$ cat config.mk
export PLATFORM = sky130hd
export DESIGN_NAME = regfile_fib_ctrl
export DESIGN_NICKNAME = d
export VERILOG_FILES = /design/src/rtl/regfile_fib_ctrl.sv
export SDC_FILE = /design/constraint.sdc
export NUM_CORES = 1
export LEC_CHECK = 0
export BUFFER_PORTS_ARGS = -buffer_cell sky130_fd_sc_hd__buf_4
export CAP_MARGIN = 20
export CELL_PAD_IN_SITES_DETAIL_PLACEMENT = 1
export CELL_PAD_IN_SITES_GLOBAL_PLACEMENT = 1
export CORE_MARGIN = 2
export CORE_UTILIZATION = 45
export CTS_CLUSTER_DIAMETER = 50
export DETAILED_ROUTE_END_ITERATION = 12
export PLACE_DENSITY = 0.95
export SLEW_MARGIN = 5
export SYNTH_ARGS = -nofsm -noshare
export SYNTH_HDL_FRONTEND = slang
export SYNTH_SLANG_ARGS = --single-unit
$ cat constraint.sdc
create_clock -name clk -period 3.87 [get_ports clk]
set_input_delay 0 -clock clk [delete_from_list [all_inputs] [get_ports clk]]
set_output_delay 0 -clock clk [all_outputs]
set_load 0.02 [all_outputs]
$ cat src/rtl/regfile_fib_ctrl.sv
// rtl/regfile_fib_ctrl.sv - master FSM that fills a single-read/single-write regfile with a Fibonacci-style sequence
//
// Ports:
//   clk      in   1         rising-edge clock
//   rst_n    in   1         asynchronous active-low reset
//   start    in   1         run request, only honoured in IDLE
//   f0, f1   in   DATA_W    seeds for entries 0 and 1, captured on accepted start
//   n_terms  in   ADDR_W+1  number of entries to fill, clamped to [2, DEPTH] on capture
//   rAddr1   out  ADDR_W    regfile read address
//   rDout1   in   DATA_W    regfile read data (combinational from rAddr1)
//   wAddr    out  ADDR_W    regfile write address
//   wDin     out  DATA_W    regfile write data
//   wEna     out  1         regfile write enable
//   busy     out  1         high in every state except IDLE and DONE
//   done     out  1         one-cycle pulse in DONE
//   result   out  DATA_W    last value written, held until the next run overwrites it
//   ovf      out  1         sticky carry-out flag for the current run
module regfile_fib_ctrl #(
    parameter int DATA_W = 32,
    parameter int ADDR_W = 6,
    parameter int DEPTH  = 64
) (
    input  logic              clk,
    input  logic              rst_n,
    input  logic              start,
    input  logic [DATA_W-1:0] f0,
    input  logic [DATA_W-1:0] f1,
    input  logic [ADDR_W:0]   n_terms,
    output logic [ADDR_W-1:0] rAddr1,
    input  logic [DATA_W-1:0] rDout1,
    output logic [ADDR_W-1:0] wAddr,
    output logic [DATA_W-1:0] wDin,
    output logic              wEna,
    output logic              busy,
    output logic              done,
    output logic [DATA_W-1:0] result,
    output logic              ovf
);

    typedef enum logic [2:0] {
        IDLE,
        INIT0,
        INIT1,
        RD_A,
        RD_B,
        WR,
        DONE
    } state_t;

    localparam logic [ADDR_W:0] NMIN = (ADDR_W+1)'(2);
    localparam logic [ADDR_W:0] NMAX = (ADDR_W+1)'(DEPTH);
    localparam logic [ADDR_W:0] ONE  = (ADDR_W+1)'(1);

    state_t            state;
    state_t            stateNext;
    logic [DATA_W-1:0] f0Reg;
    logic [DATA_W-1:0] f1Reg;
    logic [DATA_W-1:0] aReg;
    logic [DATA_W-1:0] sReg;
    logic [ADDR_W:0]   nReg;
    logic [ADDR_W:0]   iReg;
    logic [ADDR_W:0]   nClamped;
    logic [ADDR_W:0]   iMinus1;
    logic [ADDR_W:0]   iMinus2;
    logic [ADDR_W:0]   nMinus1;
    logic [DATA_W:0]   sum;

    assign nClamped = (n_terms < NMIN) ? NMIN : ((n_terms > NMAX) ? NMAX : n_terms);
    assign iMinus1  = iReg - ONE;
    assign iMinus2  = iReg - NMIN;
    assign nMinus1  = nReg - ONE;
    // One extra bit on the adder exposes the carry for the sticky overflow flag.
    assign sum      = {1'b0, aReg} + {1'b0, rDout1};

    always_ff @(posedge clk or negedge rst_n) begin
        if (!rst_n) begin
            state  <= IDLE;
            f0Reg  <= '0;
            f1Reg  <= '0;
            aReg   <= '0;
            sReg   <= '0;
            nReg   <= NMIN;
            iReg   <= NMIN;
            result <= '0;
            ovf    <= 1'b0;
        end else begin
            state <= stateNext;
            case (state)
                IDLE: begin
                    if (start) begin
                        f0Reg <= f0;
                        f1Reg <= f1;
                        nReg  <= nClamped;
                        iReg  <= NMIN;
                        ovf   <= 1'b0;
                    end
                end
                INIT1: result <= f1Reg;
                RD_A:  aReg <= rDout1;
                RD_B: begin
                    sReg <= sum[DATA_W-1:0];
                    ovf  <= ovf | sum[DATA_W];
                end
                WR: begin
                    result <= sReg;
                    iReg   <= iReg + ONE;
                end
                default: ;
            endcase
        end
    end

    // Outputs depend only on state and registers; the regfile write of one
    // term commits on the WR edge, so the next RD_A already sees it.
    always_comb begin
        stateNext = state;
        rAddr1    = '0;
        wAddr     = '0;
        wDin      = '0;
        wEna      = 1'b0;
        busy      = 1'b1;
        done      = 1'b0;
        case (state)
            IDLE: begin
                busy = 1'b0;
                if (start) begin
                    stateNext = INIT0;
                end
            end
            INIT0: begin
                wEna      = 1'b1;
                wAddr     = '0;
                wDin      = f0Reg;
                stateNext = INIT1;
            end
            INIT1: begin
                wEna      = 1'b1;
                wAddr     = ADDR_W'(1);
                wDin      = f1Reg;
                stateNext = (nReg == NMIN) ? DONE : RD_A;
            end
            RD_A: begin
                rAddr1    = iMinus2[ADDR_W-1:0];
                stateNext = RD_B;
            end
            RD_B: begin
                rAddr1    = iMinus1[ADDR_W-1:0];
                stateNext = WR;
            end
            WR: begin
                wEna      = 1'b1;
                wAddr     = iReg[ADDR_W-1:0];
                wDin      = sReg;
                stateNext = (iReg == nMinus1) ? DONE : RD_A;
            end
            DONE: begin
                busy      = 1'b0;
                done      = 1'b1;
                stateNext = IDLE;
            end
            default: begin
                busy      = 1'b0;
                stateNext = IDLE;
            end
        endcase
    end

endmodule

Word-level counts from Yosys, hierarchy flattened
Cells that the tools add are included.
{"block": "classes", "addsub": 5, "n_lt_le_gt_ge": 2, "n_eq_ne": 9, "mux": 17, "n_bitwise": 1, "n_reduce_logical": 9}
{"operator": "$pmux W32 S3", "n": 1}
{"operator": "$pmux W32 S2", "n": 1}
{"operator": "$add A32 B32 Y33", "n": 1}
{"operator": "$pmux W6 S2", "n": 2}
{"operator": "$mux W7", "n": 3}
{"operator": "$pmux W3 S6", "n": 1}
{"operator": "$pmux W7 S2", "n": 1}
{"operator": "$eq A3 B3 Y1 const B", "n": 3}
{"operator": "$mux W3", "n": 3}
{"operator": "$add A7 B1 Y7 const B", "n": 1}
{"operator": "$eq A7 B2 Y1 const B", "n": 1}
{"operator": "$eq A7 B7 Y1", "n": 1}
{"operator": "$gt A7 B7 Y1 const B", "n": 1}
{"operator": "$lt A7 B2 Y1 const B", "n": 1}
{"operator": "$sub A7 B1 Y7 const B", "n": 1}
{"operator": "$eq A3 B2 Y1 const B", "n": 2}
{"operator": "$reduce_and A2 Y1", "n": 3}
{"operator": "$reduce_bool A2 Y1", "n": 3}
{"operator": "$sub A6 B1 Y6 const B", "n": 1}
{"operator": "$sub A6 B2 Y6 const B", "n": 1}
{"operator": "$reduce_or A5 Y1", "n": 1}
{"operator": "$mux W1", "n": 4}
{"operator": "$eq A3 B1 Y1 const B", "n": 1}
{"operator": "$logic_not A3 Y1", "n": 1}
{"operator": "4 further kinds", "n": 4}
{"block": "totals", "regBits": 178, "out_inout_bits": 80, "word_cells": 52}

Longest topological paths before layout
Gate-level depths: netlist (run 1).
{"block": "depth", "ltp_word": 4, "ltp_mapped": 9, "mapped_depth_nobuf": 9}

Worst setup path before layout (run 1)
OpenSTA, ideal clock, no wires.
{"block": "synth_path", "path_type": "flip-flop to flip-flop", "start": "register aReg[0]", "end": "register sReg[26]", "arrival_time_ns": 2.366, "t_required_ns": 3.740, "setup_slack_ns": 1.373, "path_stages_with_launch": 10, "path_buffers": 0, "path_cell_list": "dfrtp_1 > ha_1 > fa_1 > a21oi_1 > o211a_1 > o31ai_2 > a2111o_1 > o31ai_2 > xor2_1 > o21ai_1"}
{"block": "synth_via", "elab_chain_len": 1}
{"item": "start, declared", "line": "58", "rtl": "logic [DATA_W-1:0] aReg;"}
{"item": "start signal, assigned", "line": "99", "rtl": "RD_A: aReg <= rDout1;"}
{"item": "$add A32 B32 Y33", "line": "73", "rtl": "assign sum = {1'b0, aReg} + {1'b0, rDout1};"}
{"item": "end signal, assigned", "line": "101", "rtl": "sReg <= sum[DATA_W-1:0];"}
{"item": "end, declared", "line": "59", "rtl": "logic [DATA_W-1:0] sReg;"}
Every way passes these cells.
A chain may end at the register's enable or synchronous reset.

Worst setup path after layout (run 1)
Same ends and word-level chain as after synthesis.

==> results.toml, run 1 <==
[clock_network]
cts.sinks = 178
cts_buffers = 17
post_cts_buffers = 0
cts_root_buf = "clkbuf_16"
clkLatencyLatePin_ns = 0.45
cts-hold-fix-buffers = 104
clk_pin_slew_ns = 0.08
h-tree-depth = 4
cts_buffer_depth = 2
post_cts_resized = 0
cts_tree = "yes"

[floorplan]
die_h_um = 150
die_area_um2 = 22600
row_count = 53
ios = 186
die_w_um = 150
coreArea_um2 = 21000
initial_utilization_pct = 45.8

[placement]
dp_slack_ns = 1.11
dpl_cell_area_um2 = 11200
place.port_buffers = 185
placed_cells = 1522
gp_congestion = 0.881
dpl.hpwl_mm = 23.2

[logic_synthesis]
synth_edf_count = 0
syn_nets = 1253
synthFlopType = "dfrtp_1"
yosysSeqAreaShare_pct = 46.3
yosys_warnings = 0
synth_seq_cells = 178
yosys.area.top_type = "dfrtp_1"
syn_avg_cell_area_um2 = 8.69
yosys.area.top_type_share_pct = 45.8
ys_top_cells_by_area = "dfrtp_1, nand2_1, ha_1"
synthCells = 1107
syn-cell-area_um2 = 9620
ys_async_sr_fraction_pct = 100
yosysUniqueCellTypes = 61

[sta]
clock_skew_ns = 0.0154
slew_headroom_pct = 34.6
setup_viol = 0
fmax_ghz = 0.365
tightest_slew_ns = 0.982
postLayoutSetupSlackWorst_ns = 1.13
fin_crit_ns = 2.74
tns_ns = 0
fin_crit_sh_pct = 70.8
grt_setup_unrepaired = "false"
slew_viol_final = 0
hold_viol = 0

[setup_path]
cp.required_ns = 4.19
rrSetupSlack_ns = 1.13
crit-reg2reg-launch = "aReg[0]$_DFFE_PN0P_"
cp-endpoint = "sReg[26]$_DFFE_PN0P_"
reg2reg_depth = 9
crit_start = "aReg[0]$_DFFE_PN0P_"
worstPathArrival_ns = 3.06
cp-end-kind = "flop"
critical_path_class = "flop to flop"
cp-start-kind = "flop"
r2r-end = "sReg[26]$_DFFE_PN0P_"
cp_max_fo = 4

[drt]
wl_per_cell_um = 23.0
firstDrtPassIters = 4
drt-total-wl_mm = 38.3
routed_via_density = 5.87
post-route-drc-count = 0
drt_iter0_drc = 557
ant_nets = 0
vias = 9746

[hold_path]
hold_class = "input pin to flop"

[finish]
fin_util_pct = 61.3
fin_area_um2 = 12900
finalNonFillerCells = 1661
area_growth_pct = 34.0
final_nets = 1518
final_layout_size_suffix_gt1_share_pct = 20.2

[grt]
grt_pass1_wl_mm = 59.3
grt_max_degree = 103
grt_pass1_vias = 10700
grt_use_total_pct = 34.6
grt_overflow = 0
antenna_found_initial = 1

[power]
p_leak_nw = 6.22
ir_worst_vdd_mv = 0.431
power.density_nw_per_um2 = 868

[outcome]
status = "finished clean"

[run]
maxCapViolCount = 0
power breakdown:
group | switching [mW] | internal (mW) | total, mW | leakage [nW]
Combinational | 3.67 | 2.24 | 5.91 | 3.75
Clock | 0.873 | 0.859 | 1.73 | 0.270
Sequential | 0.809 | 2.74 | 3.55 | 2.20
Total | 5.35 | 5.84 | 11.2 | 6.22
sequential cells by signal, indices dropped and copies added, names as in the netlist:
signal,count
aReg,32
f0Reg,32
f1Reg,32
result,32
sReg,32
iReg,7
nReg,7
state,3
ovf,1
cells in the mapped netlist (all sizes together) (2+ instances only):
cell type and number:
dfrtp 176, a211oi 2, a311oi 2, a211o 3, mux2 34, nor3 13
nand3 46, a21oi 50, nand2b 3, xnor2 22, nand4 8, nand3b 2
dfstp 2, o21ai 94, and2 3, nor2 34, a31oi 4, nor3b 4
a21boi 2, o211ai 6, a221o 2, nor2b 3, mux2i 36, clkbuf 51
o22ai 6, ha 39, or3 6, o31ai 4, o21a 6, inv 18
xor2 16, and3 4, a21o 4, buf 6, or2 2, a22o 2
o21bai 6, o221ai 2, o2111ai 2, nand2 368
through the flow:
step | power [mW] | hold WS (ns)
global route | 11.8 | 0.125
global placement | 8.56 | 0.170
floorplan | 6.88 | -0.296
finish | 11.2 | 0.0947
detailed placement | 8.93 | 0.177
CTS | 10.9 | 0.00445
how the worst min path moves through the flow:
| stage | startpoint | endpoint | slack (ns) | depth (start not counted) |
|---|---|---|---|---|
| 6_report | start | state[0]$_DFFE_PN0P_ | 0.09 | 5 |
| 3_3_place_gp | rst_n | aReg[8]$_DFFE_PN0P_ | 0.17 | 1 |
| 2_1_floorplan | rst_n | aReg[0]$_DFFE_PN0P_ | -0.30 | 0 |
| 3_5_place_dp | rst_n | aReg[9]$_DFFE_PN0P_ | 0.18 | 1 |
| 5_1_grt | start | state[0]$_DFFE_PN0P_ | 0.12 | 5 |
| 4_1_cts | start | state[0]$_DFFE_PN0P_ | 0.004 | 5 |
final cells by class:
class                   instances  area, um^2
fillers                      2402        8130
repair buffers                303        2560
clock inverters                14         141
well taps                     275         344
multi-input cells             854        4890
diodes                          1        2.50
clock buffers                  18         429
flip-flops and latches        178        4460
inverters                      18        67.6
cells by family after synthesis:
| group | count (synthesis) | share of synthesized area (%) |
|---|---|---|
| buffers and inverters | 75 | 2.99 |
| adder cells (fa/ha/maj) | 40 | 5.28 |
| flip-flops | 178 | 46.3 |
| XOR/XNOR | 38 | 3.46 |
| multiplexers | 70 | 7.73 |
| AND/OR/NAND/NOR | 501 | 21.5 |
| AO/OA/AOI/OAI | 205 | 12.7 |
placed cells by master (no fill, tap or decap), types with 3 or more instances in the layout:
cell type / n
a211o_1: 3
a21o_1: 4
a21oi_1: 49
a31oi_1: 4
and3_1: 4
buf_4: 196
clkbuf_16: 17
clkinvlp_4: 3
dfrtp_1: 175
dlygate4sd3_1: 104
ha_1: 39
inv_1: 17
inv_6: 6
inv_8: 3
mux2_2: 34
mux2i_1: 36
nand2_1: 367
nand2b_1: 3
nand3_1: 46
nand4_1: 8
nor2_1: 32
nor2b_1: 3
nor3_1: 13
nor3b_1: 4
o211ai_1: 5
o21a_1: 6
o21ai_0: 90
o21ai_1: 4
o21bai_1: 5
o22ai_1: 6
or3_1: 5
xnor2_1: 22
xor2_1: 16
critical path: stages, from the launching register on:
cell      delay (ns)
dfrtp_1         0.38
ha_1            0.21
fa_1            0.42
a21oi_1         0.19
o211a_1         0.22
o31ai_2         0.11
a2111o_1        0.53
o31ai_2         0.30
xor2_1          0.18
o21ai_1         0.07
metal layers:
layer | vias up | wire [um] | global-route usage [%]
li1 | 4291 | - | -
met1 | 4868 | 14900 | 40.1
met2 | 432 | 19100 | 60.3
met3 | 155 | 2080 | 6.52
met4 | 0 | 2110 | 19.1
met5 | - | 0 | 0
(Power assumes the default switching activity.)
==> run 2, diff against run 1 <==
--- a/config.mk
+++ b/config.mk
@@ -10,10 +10,10 @@
 export CELL_PAD_IN_SITES_DETAIL_PLACEMENT = 1
 export CELL_PAD_IN_SITES_GLOBAL_PLACEMENT = 1
 export CORE_MARGIN = 2
-export CORE_UTILIZATION = 45
+export CORE_UTILIZATION = 38
 export CTS_CLUSTER_DIAMETER = 50
 export DETAILED_ROUTE_END_ITERATION = 12
-export PLACE_DENSITY = 0.95
+export PLACE_DENSITY = 0.86
 export SLEW_MARGIN = 5
 export SYNTH_ARGS = -nofsm -noshare
 export SYNTH_HDL_FRONTEND = slang
==> constraint.sdc (replaced) <==
create_clock -name clk -period 2.3 [get_ports clk]
set_input_delay 0 -clock clk [delete_from_list [all_inputs] [get_ports clk]]
set_output_delay 0 -clock clk [all_outputs]
set_load 0.02 [all_outputs]
==> results.toml, run 2 (same netlist as run 1, synthesis figures left out) <==
[setup_path]
critical_path_class = "flop to flop"
critical_path.max_stage_delay_ns = 0.47
cp-start-kind = "flop"
reg2reg_depth = 9
cp_slowest_cell = "a2111o_1"
crit_cells = 9
cp_common_cell = "o31ai_2"
cp-end-kind = "flop"
crit_chain = "ha_4 > fa_2 > a21oi_2 > o211a_1 > o31ai_2 > a2111o_1 > o31ai_2 > xor2_1 > o21ai_1"
cp_num_buf_inv = 0
crit-reg2reg-launch = "aReg[0]$_DFFE_PN0P_"
rrSetupSlack_ns = -0.19
r2r-end = "sReg[26]$_DFFE_PN0P_"
worstPathArrival_ns = 2.79
cp.required_ns = 2.60
critPathTopFamily = "compound AO/OA/AOI/OAI gates"
crit_start = "aReg[0]$_DFFE_PN0P_"
cp_max_fo = 4

[finish]
mostFrequentLayoutCells = "nand2_1, buf_4, dfrtp_1"
seq_area_um2 = 4460
final_nets = 1569
final_common_cell = "nand2_1"
area_growth_pct = 41.1
final_layout_size_suffix_gt1_share_pct = 24.7
multi_input_area_um2 = 5050
fill_cells = 2858

[drt]
drt-total-wl_mm = 36.1
firstDrtPassIters = 5
drt_iter0_drc = 531
vias = 9645
ant_nets = 0
wl_per_cell_um = 20.4
routed_via_density = 5.46
post-route-drc-count = 0

[sta]
postLayoutSetupSlackWorst_ns = -0.192
fin_crit_sh_pct = 108
hold_viol = 0
grt_setup_unrepaired = "true"
fin_crit_ns = 2.49
tightest_slew_ns = 0.611
fmax_ghz = 0.401
setup_viol = 11
slew_viol_final = 0
slew_headroom_pct = 59.2
clock_skew_ns = 0.0176
tns_ns = -1.21

[grt]
grt_use_met2_pct = 45.1
busiest_layer = "met2"
grt_pass1_vias = 10200
grtUsageMet3_pct = 4.60
grt_pass1_wl_mm = 56.2
grt_use_total_pct = 27.1
grt_max_degree = 56
grt_overflow = 0
antenna_found_initial = 1
grt_use_met1_pct = 34.4

[power]
ir_worst_vdd_mv = 0.735
p_leak_nw = 6.50
power.density_nw_per_um2 = 1440

[outcome]
violations = "negative setup slack"
status = "finished with violations"

[clock_network]
clk_pin_slew_ns = 0.08
cts_buffers = 17
cts_tree = "yes"
cts_root_buf = "clkbuf_16"
clkLatencyLatePin_ns = 0.44
h-tree-depth = 4
cts_buffer_depth = 2
cts.sinks = 178

[floorplan]
row_count = 58
coreArea_um2 = 25000
ios = 186
die_h_um = 163
initial_utilization_pct = 38.4
die_w_um = 163
die_area_um2 = 26600

[placement]
dpl.hpwl_mm = 23.6
gp_congestion = 0.926
dp_slack_ns = -0.224
place.port_buffers = 185

[hold_path]
holdPathStages = 4
min_to = "nReg[1]$_DFFE_PN1P_"
hold_class = "input pin to flop"
hold_start = "n_terms[1]"

[run]
maxCapViolCount = 0
[run 2: how the worst max path moves through the flow]
stage,to,slack (ns)
3_3_place_gp,sReg[26]$_DFFE_PN0P_,-0.11
4_1_cts,sReg[26]$_DFFE_PN0P_,-0.17
5_1_grt,sReg[26]$_DFFE_PN0P_,-0.28
2_1_floorplan,sReg[26]$_DFFE_PN0P_,-0.01
3_5_place_dp,sReg[30]$_DFFE_PN0P_,-0.22
6_report,sReg[26]$_DFFE_PN0P_,-0.19
[run 2: worst min-delay path: stages]
cell,delay (ns)
buf_4,0.09
inv_1,0.03
a21oi_1,0.15
mux2_2,0.17
[run 2: layout make-up]
cell class	instances	area share, %
Timing Repair Buffer	354	22.0
Multi-Input combinational cell	854	37.2
Clock inverter	15	1.22
Inverter	18	0.498
Antenna cell	1	0.0184
Tap cell	330	3.04
Clock buffer	17	3.13
Sequential cell	178	32.8
[run 2: metal layers]
metal	wire (um)	vias to the layer above
met2	17400	333
met3	1720	102
met5	0	-
met4	1700	0
li1	-	4397
met1	15200	4813
[run 2: where the power goes]
part,leakage (nW),internal [mW],switching [mW]
Clock,0.283,1.55,1.43
Combinational,4.02,4.49,6.25
Sequential,2.20,4.61,1.27
Total,6.50,10.7,8.95
[run 2: through the flow]
| step | hold WS (ns) | cells | area (um^2) | util, % | power, mW |
|---|---|---|---|---|---|
| floorplan | -0.296 | 1107 | 9630 | - | 11.6 |
| detailed placement | -0.0506 | 1618 | 11700 | 46.7 | 15.6 |
| finish | 0.0385 | 1767 | 13600 | 54.2 | 19.6 |
| global placement | -0.0510 | 1618 | 11700 | 46.7 | 15.1 |
| CTS | 0.0115 | 1760 | 13500 | 53.7 | 19.0 |
| global route | 0.0403 | 1767 | 13600 | 54.2 | 20.8 |
[run 2: what timing repair did]
item                                   CTS  global route
pin swaps                                6             7
cloned                                   0             0
hold buffers                           106             0
resized for setup                       14            22
endpoints found under the hold margin  258             0
setup buffers                            4             6
setup endpoints to repair               15            23
